==> config.mk <==
export PLATFORM = sky130hd
export DESIGN_NAME = ram_arbiter
export DESIGN_NICKNAME = d
export VERILOG_FILES = /design/src/rtl/ram_arbiter_pkg.sv /design/src/rtl/ram_arb_pick.sv /design/src/rtl/ram_arbiter.sv
export SDC_FILE = /design/constraint.sdc
export NUM_CORES = 1
export LEC_CHECK = 0
export CORE_MARGIN = 1.5
export CORE_UTILIZATION = 37
export CTS_CLUSTER_DIAMETER = 200
export CTS_CLUSTER_SIZE = 8
export DETAILED_ROUTE_END_ITERATION = 7
export PLACE_DENSITY = 0.75
export SLEW_MARGIN = 5
export SYNTH_ARGS = -nofsm -noshare
export SYNTH_HDL_FRONTEND = slang
export SYNTH_HIERARCHICAL = 1
export SYNTH_SLANG_ARGS = --single-unit
==> constraint.sdc <==
create_clock -name clk -period 1.7 [get_ports clk]
set_clock_uncertainty 0.15 [all_clocks]
set_input_delay 0.34 -clock clk [delete_from_list [all_inputs] [get_ports clk]]
set_output_delay 0.34 -clock clk [all_outputs]
set_load 0.01 [all_outputs]
==> src/rtl/ram_arbiter_pkg.sv <==
// rtl/ram_arbiter_pkg.sv - shared types and constants for the RAM arbiter
// Purpose: FSM state encoding and requester count used by ram_arbiter and
//          ram_arb_pick.
// Contents:
//   NUM_REQ - number of requesters sharing the RAM (2)
//   state_e - arbiter FSM states IDLE / ACCESS / RDWAIT
package ram_arbiter_pkg;

  localparam int NUM_REQ = 2;

  typedef enum logic [1:0] {
    IDLE   = 2'd0,
    ACCESS = 2'd1,
    RDWAIT = 2'd2
  } state_e;

endpackage

==> src/rtl/ram_arb_pick.sv <==
// rtl/ram_arb_pick.sv - combinational two-way winner selection
// Purpose: choose which requester gets the RAM this cycle.
// Ports:
//   req0_i  in  requester 0 wants the RAM
//   req1_i  in  requester 1 wants the RAM
//   last_i  in  index of the requester granted most recently
//   grant_o out one-hot grant (bit n = requester n), all-zero when idle
module ram_arb_pick
  import ram_arbiter_pkg::*;
(
  input  logic               req0_i,
  input  logic               req1_i,
  input  logic               last_i,
  output logic [NUM_REQ-1:0] grant_o
);

  // On a tie the requester that was not served last wins; a lone
  // requester always wins regardless of the pointer.
  always_comb begin
    grant_o = '0;
    if (req0_i && (!req1_i || last_i)) begin
      grant_o[0] = 1'b1;
    end else if (req1_i) begin
      grant_o[1] = 1'b1;
    end
  end

endmodule

==> src/rtl/ram_arbiter.sv <==
// rtl/ram_arbiter.sv - two-requester arbiter in front of a single-port RAM
// Purpose: serialises read/write accesses from two requesters onto one
//          single-port RAM with a registered read port. A write takes two
//          cycles (IDLE, ACCESS), a read three (IDLE, ACCESS, RDWAIT).
//          All outputs are registered.
// Configuration macro:
//   RAM_ARBITER_FIXED_PRIO_EN - defined: requester 0 always wins ties and no
//                               last-grant pointer exists; undefined:
//                               round-robin between the two requesters.
// Ports:
//   clk, reset_n             clock, asynchronous active-low reset
//   reqN, weN, addrN, wdataN requester N request, write(1)/read(0), address,
//                            write data (held stable until ackN)
//   ackN                     one-cycle grant pulse to requester N
//   rdataN, rvalidN          read data for requester N and its one-cycle strobe
//   ram_addr, ram_din, ram_we  RAM address, write data, write enable
//   ram_dout                 RAM read data, valid the cycle after the address
module ram_arbiter
  import ram_arbiter_pkg::*;
#(
  parameter int A = 10,
  parameter int D = 8
) (
  input  logic         clk,
  input  logic         reset_n,
  input  logic         req0,
  input  logic         we0,
  input  logic [A-1:0] addr0,
  input  logic [D-1:0] wdata0,
  output logic         ack0,
  output logic [D-1:0] rdata0,
  output logic         rvalid0,
  input  logic         req1,
  input  logic         we1,
  input  logic [A-1:0] addr1,
  input  logic [D-1:0] wdata1,
  output logic         ack1,
  output logic [D-1:0] rdata1,
  output logic         rvalid1,
  output logic [A-1:0] ram_addr,
  output logic [D-1:0] ram_din,
  output logic         ram_we,
  input  logic [D-1:0] ram_dout
);

  state_e       state_q, state_d;
  logic [A-1:0] ram_addr_q, ram_addr_d;
  logic [D-1:0] ram_din_q, ram_din_d;
  logic         ram_we_q, ram_we_d;
  logic         ack0_q, ack0_d;
  logic         ack1_q, ack1_d;
  logic         rvalid0_q, rvalid0_d;
  logic         rvalid1_q, rvalid1_d;
  logic [D-1:0] rdata0_q, rdata0_d;
  logic [D-1:0] rdata1_q, rdata1_d;
  // Which requester owns the access in flight (0 or 1).
  logic         sel_q, sel_d;

  logic [NUM_REQ-1:0] grant_w;
  logic               last_w;
  logic               take_w;

  // Requests are only looked at in IDLE, so a request raised and dropped
  // while an access is in flight is never seen.
  assign take_w = (state_q == IDLE) && (grant_w != '0);

  ram_arb_pick u_pick (
    .req0_i  (req0),
    .req1_i  (req1),
    .last_i  (last_w),
    .grant_o (grant_w)
  );

`ifdef RAM_ARBITER_FIXED_PRIO_EN
  // Pointer stuck at "requester 1 served last" so requester 0 wins every tie.
  assign last_w = 1'b1;
`else
  logic last_q, last_d;

  assign last_d = take_w ? grant_w[1] : last_q;

  // Reset value 1 lets requester 0 win the first tie.
  always_ff @(posedge clk or negedge reset_n) begin
    if (!reset_n) begin
      last_q <= 1'b1;
    end else begin
      last_q <= last_d;
    end
  end

  assign last_w = last_q;
`endif

  always_comb begin
    state_d    = state_q;
    ram_addr_d = ram_addr_q;
    ram_din_d  = ram_din_q;
    ram_we_d   = 1'b0;
    ack0_d     = 1'b0;
    ack1_d     = 1'b0;
    rvalid0_d  = 1'b0;
    rvalid1_d  = 1'b0;
    rdata0_d   = rdata0_q;
    rdata1_d   = rdata1_q;
    sel_d      = sel_q;

    case (state_q)
      IDLE: begin
        if (take_w) begin
          state_d    = ACCESS;
          sel_d      = grant_w[1];
          ram_addr_d = grant_w[1] ? addr1 : addr0;
          ram_din_d  = grant_w[1] ? wdata1 : wdata0;
          ram_we_d   = grant_w[1] ? we1 : we0;
          ack0_d     = grant_w[0];
          ack1_d     = grant_w[1];
        end
      end
      ACCESS: begin
        // ram_we_q still carries the direction of this access.
        state_d = ram_we_q ? IDLE : RDWAIT;
      end
      RDWAIT: begin
        // RAM output now reflects the address presented during ACCESS.
        state_d = IDLE;
        if (sel_q) begin
          rdata1_d  = ram_dout;
          rvalid1_d = 1'b1;
        end else begin
          rdata0_d  = ram_dout;
          rvalid0_d = 1'b1;
        end
      end
      default: begin
        state_d = IDLE;
      end
    endcase
  end

  always_ff @(posedge clk or negedge reset_n) begin
    if (!reset_n) begin
      state_q    <= IDLE;
      ram_addr_q <= '0;
      ram_din_q  <= '0;
      ram_we_q   <= 1'b0;
      ack0_q     <= 1'b0;
      ack1_q     <= 1'b0;
      rvalid0_q  <= 1'b0;
      rvalid1_q  <= 1'b0;
      rdata0_q   <= '0;
      rdata1_q   <= '0;
      sel_q      <= 1'b0;
    end else begin
      state_q    <= state_d;
      ram_addr_q <= ram_addr_d;
      ram_din_q  <= ram_din_d;
      ram_we_q   <= ram_we_d;
      ack0_q     <= ack0_d;
      ack1_q     <= ack1_d;
      rvalid0_q  <= rvalid0_d;
      rvalid1_q  <= rvalid1_d;
      rdata0_q   <= rdata0_d;
      rdata1_q   <= rdata1_d;
      sel_q      <= sel_d;
    end
  end

  assign ram_addr = ram_addr_q;
  assign ram_din  = ram_din_q;
  assign ram_we   = ram_we_q;
  assign ack0     = ack0_q;
  assign ack1     = ack1_q;
  assign rvalid0  = rvalid0_q;
  assign rvalid1  = rvalid1_q;
  assign rdata0   = rdata0_q;
  assign rdata1   = rdata1_q;

endmodule

After elaboration in Yosys (flattened, before gate mapping)
Cells that the tools add are included.
{ "totals": {"ff_bits": 43, "latchBits": 0, "mem_bits_rw": 0, "mem_bits_ro": 0, "output_inout_bits": 39, "elab_cells": 44, "n_memories": 0} }
{ "op_classes": {"n_addsub": 0, "mul": 0, "div": 0, "magnitude_cmp": 0, "eq_ne": 3, "n_shift": 0, "n_mux": 19, "bitwise_logic": 1, "n_reduce_logical": 9} }
{ "op_table": {"columns": ["op", "count"], "rows": [
  ["two-way mux 1 bit", 14],
  ["two-way mux 10 bit", 1],
  ["two-way mux 8 bit", 1],
  ["AND reduction 2 bit", 3],
  ["two-way mux 2 bit", 2],
  ["case mux 2 bit (2 select lines)", 1],
  ["equality test 2 x 1 -> 1 bit (second input constant)", 1],
  ["equality test 2 bit (second input constant)", 1],
  ["logical AND 1 bit", 2],
  ["logical NOT 2 bit", 1],
  ["!= test 2 bit (second input constant)", 1],
  ["nonzero test 2 bit", 1],
  ["logical NOT 1 bit", 1],
  ["logical OR 1 bit", 1],
  ["NOT 1 bit", 1]
]} }

Longest topological paths before layout
{ "depth": {"word_depth": 8, "mapped_depth": 5, "mapped_depth_nobuf": 4} }

By module
The synthesis kept the hierarchy.
{ "by_module_without_submodules": {"columns": ["mod", "n_inst", "cells_each", "area_per_inst_um2"], "rows": [
  ["ram_arbiter", 1, 113, 1945.6],
  ["ram_arb_pick", 1, 3, 18.8]
]} }

Least setup slack after synthesis
No wires, ideal clock.
{ "synth_path": {"kind": "register to register", "start": "register last_q", "end": "register ram_addr_q[0] (netlist: ram_addr[0])", "setup_time_ns": 0.125, "arrival_ns": 1.462, "t_required_ns": 1.425, "path_slack_ns": -0.037, "path_stages_with_launch": 5, "synth_period_minus_slack_ns": 1.737, "cell_sequence": "dfstp_2 a21boi_0 buf_6 mux2_4 mux2_4"} }
{ "synth_via": {"elab_chain_len": 6, "elab_cells_between_ends": 8} }
{ "synth_lines": {"columns": ["element", "line", "source"], "rows": [
  ["from (decl)", "ram_arbiter.sv:78", "logic last_q, last_d;"],
  ["from (signal assigned)", "ram_arbiter.sv:87", "last_q <= last_d;"],
  ["logical OR 1 bit (*)", "ram_arb_pick.sv:21", "if (req0_i && (!req1_i || last_i)) begin"],
  ["logical AND 1 bit (*)", "ram_arb_pick.sv:21", null],
  ["two-way mux 1 bit (*)", "ram_arb_pick.sv:21", null],
  ["via grant_w[1]", "ram_arbiter.sv:59", "logic [NUM_REQ-1:0] grant_w;"],
  ["nonzero test 2 bit", "ram_arbiter.sv:65", "assign take_w = (state_q == IDLE) && (grant_w != '0);"],
  ["logical AND 1 bit", "ram_arbiter.sv:65", null],
  ["AND reduction 2 bit (no source line)", null, null],
  ["to (signal assigned)", "ram_arbiter.sv:155", "ram_addr_q <= ram_addr_d;"],
  ["to (decl)", "ram_arbiter.sv:47", "logic [A-1:0] ram_addr_q, ram_addr_d;"]
]} }
Mark *: on every way through the listed nets, which the timed path passes. The rest lies on a longest branch.
A chain may end at the register's enable or synchronous reset.

Worst setup path in the final report
{ "layout_path": {"start": "register last_q", "end": "register ram_addr_q[2] (netlist: ram_addr[2])"} }
Same word-level chain as after synthesis.

==> results.md <==
* Initial drt markers at 39
* Register bit total from synthesis at 43
* Hold depth at 1
* Die Span Y at 75.9 um
* Yosys warning count at 6
* Post-DP HPWL at 3.03 mm
* Starting Density at 38.5%
* Filler cells at 414
* Gr usage total at 16.5%
* Root Buffer: clkbuf_8
* Largest net degree at the start of global routing at 44
* Total power at 0.00520 W
* Slowest CP cell: dfstp_2
* Worst slew pin tran at 0.267 ns
* VDD IR-drop max at 833 uV
* PD cells at 1610 mW/mm^2
* Via count at 1328
* Slowest cell delay on critical path at 0.58 ns
* CP startpoint kind: register
* Placed Area at 0.00296 mm^2
* H-tree levels at 2
* FF-to-FF setup slack at -0.06 ns
* Worst-Skew Late Latency at 0.29 ns
* WL final at 4.37 mm
* Maxcap violations at 0
* Number of clock sinks at 43
* Antenna-violating nets left at 0
* Rows at 26
* LEAKAGE at 1.65 nW
* DR pass1 iterations at 4
* Clock slew at reported path FFs at 0.08 ns
* Chip width at 75.9 um
* Global-route wire length before repair at 6.86 mm
* Final setup TNS at -0.931 ns
* Max Root-Sink Buffers at 2
* Synth Area per Inst at 16.9 um^2
* Syn Inst Count at 116
* TritonCTS clock tree: yes
* Antenna violations before repair at 0
* Fin. Hold Viols at 0
* Delay-heaviest family, CP: flip-flops
* Fin crit period at 1.76 ns
* Peak Freq at 568 MHz
* Vias in the first global route at 1420
* HP Class: reg -> reg
* Setup crit end kind: register
* Share of cells above drive strength 1 at 35.7%
* Syn-to-layout area delta at 64.6%
* Worst EP required at 1.73 ns
* Seq/Total Area, Yosys at 54.8%
* Unrepaired setup endpoints after global routing: yes
* Final instance area at 0.00323 mm^2
* DRC at 0
* Mapped Area at 0.00196 mm^2
* Setup violations, final at 18
* TritonCTS Buffers at 5
* HP Start: ram_we
* CP max FO at 5
* Routed wire per std cell at 15.0 um
* Crit path cell chain: a21boi_4, buf_6, o21a_4, buf_16, mux2_4
* Critical path data arrival time at 1.79 ns
* Hold path endpoint: state_q[1]
* Ant. Diodes at 0
* Crit Reg-Reg Startpoint: last_q
* Final period util at 104%
* Reg2Reg Depth at 5
* GRT overflow at 0
* Core Region at 0.00511 mm^2
* Most frequent cells in the layout: 53 x clkdlybuf4s50_1, 42 x dfrtp_1, 36 x mux2_4, 20 x dlymetal6s2s_1
* Final #Nets at 270
* Post-Syn Nets at 166
* Pins Over Slew Limit at 0
* Die ar. at 0.00576 mm^2
* Commonest non-fill, non-tap cell in the layout: clkdlybuf4s50_1
* Slew headroom at 82.1%
* Ports at 89
* Buffers on Ports at 88
* Reg2Reg Capture Point: ram_addr[2]
* Hold WS at 0.274 ns
* Setup WS post-layout at -0.0596 ns
* Routability cong. at 0.774
* Failing checks: setup timing
* Buf+Inv Stages, Crit Path at 2
* Outcome: finished with violations
* Critical setup path kind: reg -> reg
* Cell variety after synth at 20
* Post-DR vias/cell at 4.56
what timing repair did:
item | in CTS | in global routing
buffers inserted | 5 | 0
hold buffers | 1 | 0
pin swaps | 3 | 1
resized for setup | 27 | 21
gates cloned | 2 | 0
endpoints found under the setup margin | 30 | 38
endpoints found under the hold margin | 42 | 0
flip-flops by register name, indices dropped and copies added, names as in the netlist, 2 cells and up:
name,cells
rdata1,8
rdata0,8
state_q,2
ram_din,8
ram_addr,10
cell type report:
type	instances	area, um^2	share of cell area, %
Clock buffer	8	100	3.10
Inverter	3	11.3	0.348
Multi-Input combinational cell	65	845	26.1
Sequential cell	43	1080	33.3
Tap cell	70	87.6	2.71
Timing Repair Buffer	102	1110	34.4
cells by family (layout without fill, tap and decap cells):
family | after synthesis | after routing | synth area share [%]
compound gates | 5 | 5 | 1.97
buf+inv | 8 | 113 | 3.25
flops | 43 | 43 | 54.8
mux | 53 | 53 | 37.2
simple gates | 7 | 7 | 2.74
cell usage after synthesis:
library cell / instances / share of area (%)
mux2_2: 14 / 8.0
nor2_2: 1 / 0.32
mux2_1: 2 / 1.1
nor2b_1: 1 / 0.32
a21o_1: 2 / 0.76
inv_1: 3 / 0.57
a21boi_0: 1 / 0.38
nand3b_2: 1 / 0.57
nor3b_1: 1 / 0.38
nand2_1: 1 / 0.19
mux2_4: 36 / 28
a21boi_1: 1 / 0.38
o21a_2: 1 / 0.45
nor3b_2: 1 / 0.64
buf_6: 4 / 2.3
dfrtp_1: 42 / 54
dfstp_2: 1 / 1.3
buf_4: 1 / 0.38
and2_1: 1 / 0.32
mux2i_1: 1 / 0.51
stage by stage:
stage	worst slack, ns	util, %	cells
6_report	-0.0596	63.3	291
4_1_cts	-0.0341	62.3	291
2_1_floorplan	0.0664	-	116
3_3_place_gp	-0.383	58.0	275
3_5_place_dp	-0.436	58.0	275
5_1_grt	-0.0954	63.3	291
worst max-delay path by stage:
stage / startpoint / endpoint / slack (ns) / cells past startpoint
after floorplan: req1 / ram_addr[0] / 0.07 / 4
after global placement: req1 / ram_din[5] / -0.38 / 5
after detailed placement: req1 / ram_addr[1] / -0.44 / 5
after CTS: last_q / ram_addr[5] / -0.03 / 5
after global routing: last_q / ram_addr[4] / -0.1 / 5
final: last_q / ram_addr[2] / -0.06 / 5
power by group:
group | total [W] | switching [W] | internal [W]
Combinational | 0.00268 | 0.000942 | 0.00173
Clock | 0.000695 | 0.000325 | 0.000371
Sequential | 0.00183 | 0.000290 | 0.00154
Total | 0.00520 | 0.00156 | 0.00364
worst register-to-register path, stage by stage, from the launching register on:
cell and delay (ns):
dfstp_2 0.58, a21boi_4 0.08, buf_6 0.13, o21a_4 0.25, buf_16 0.15, mux2_4 0.30
per-layer routing:
layer	global-route usage, %	vias to the layer above	part of all wire [%]
met5	0	-	0
met4	4.76	0	1.1
met3	6.75	7	7.5
met2	29.3	49	54
met1	18.0	657	37
li1	-	615	-
No activity file was read; power rests on OpenSTA's default activity.
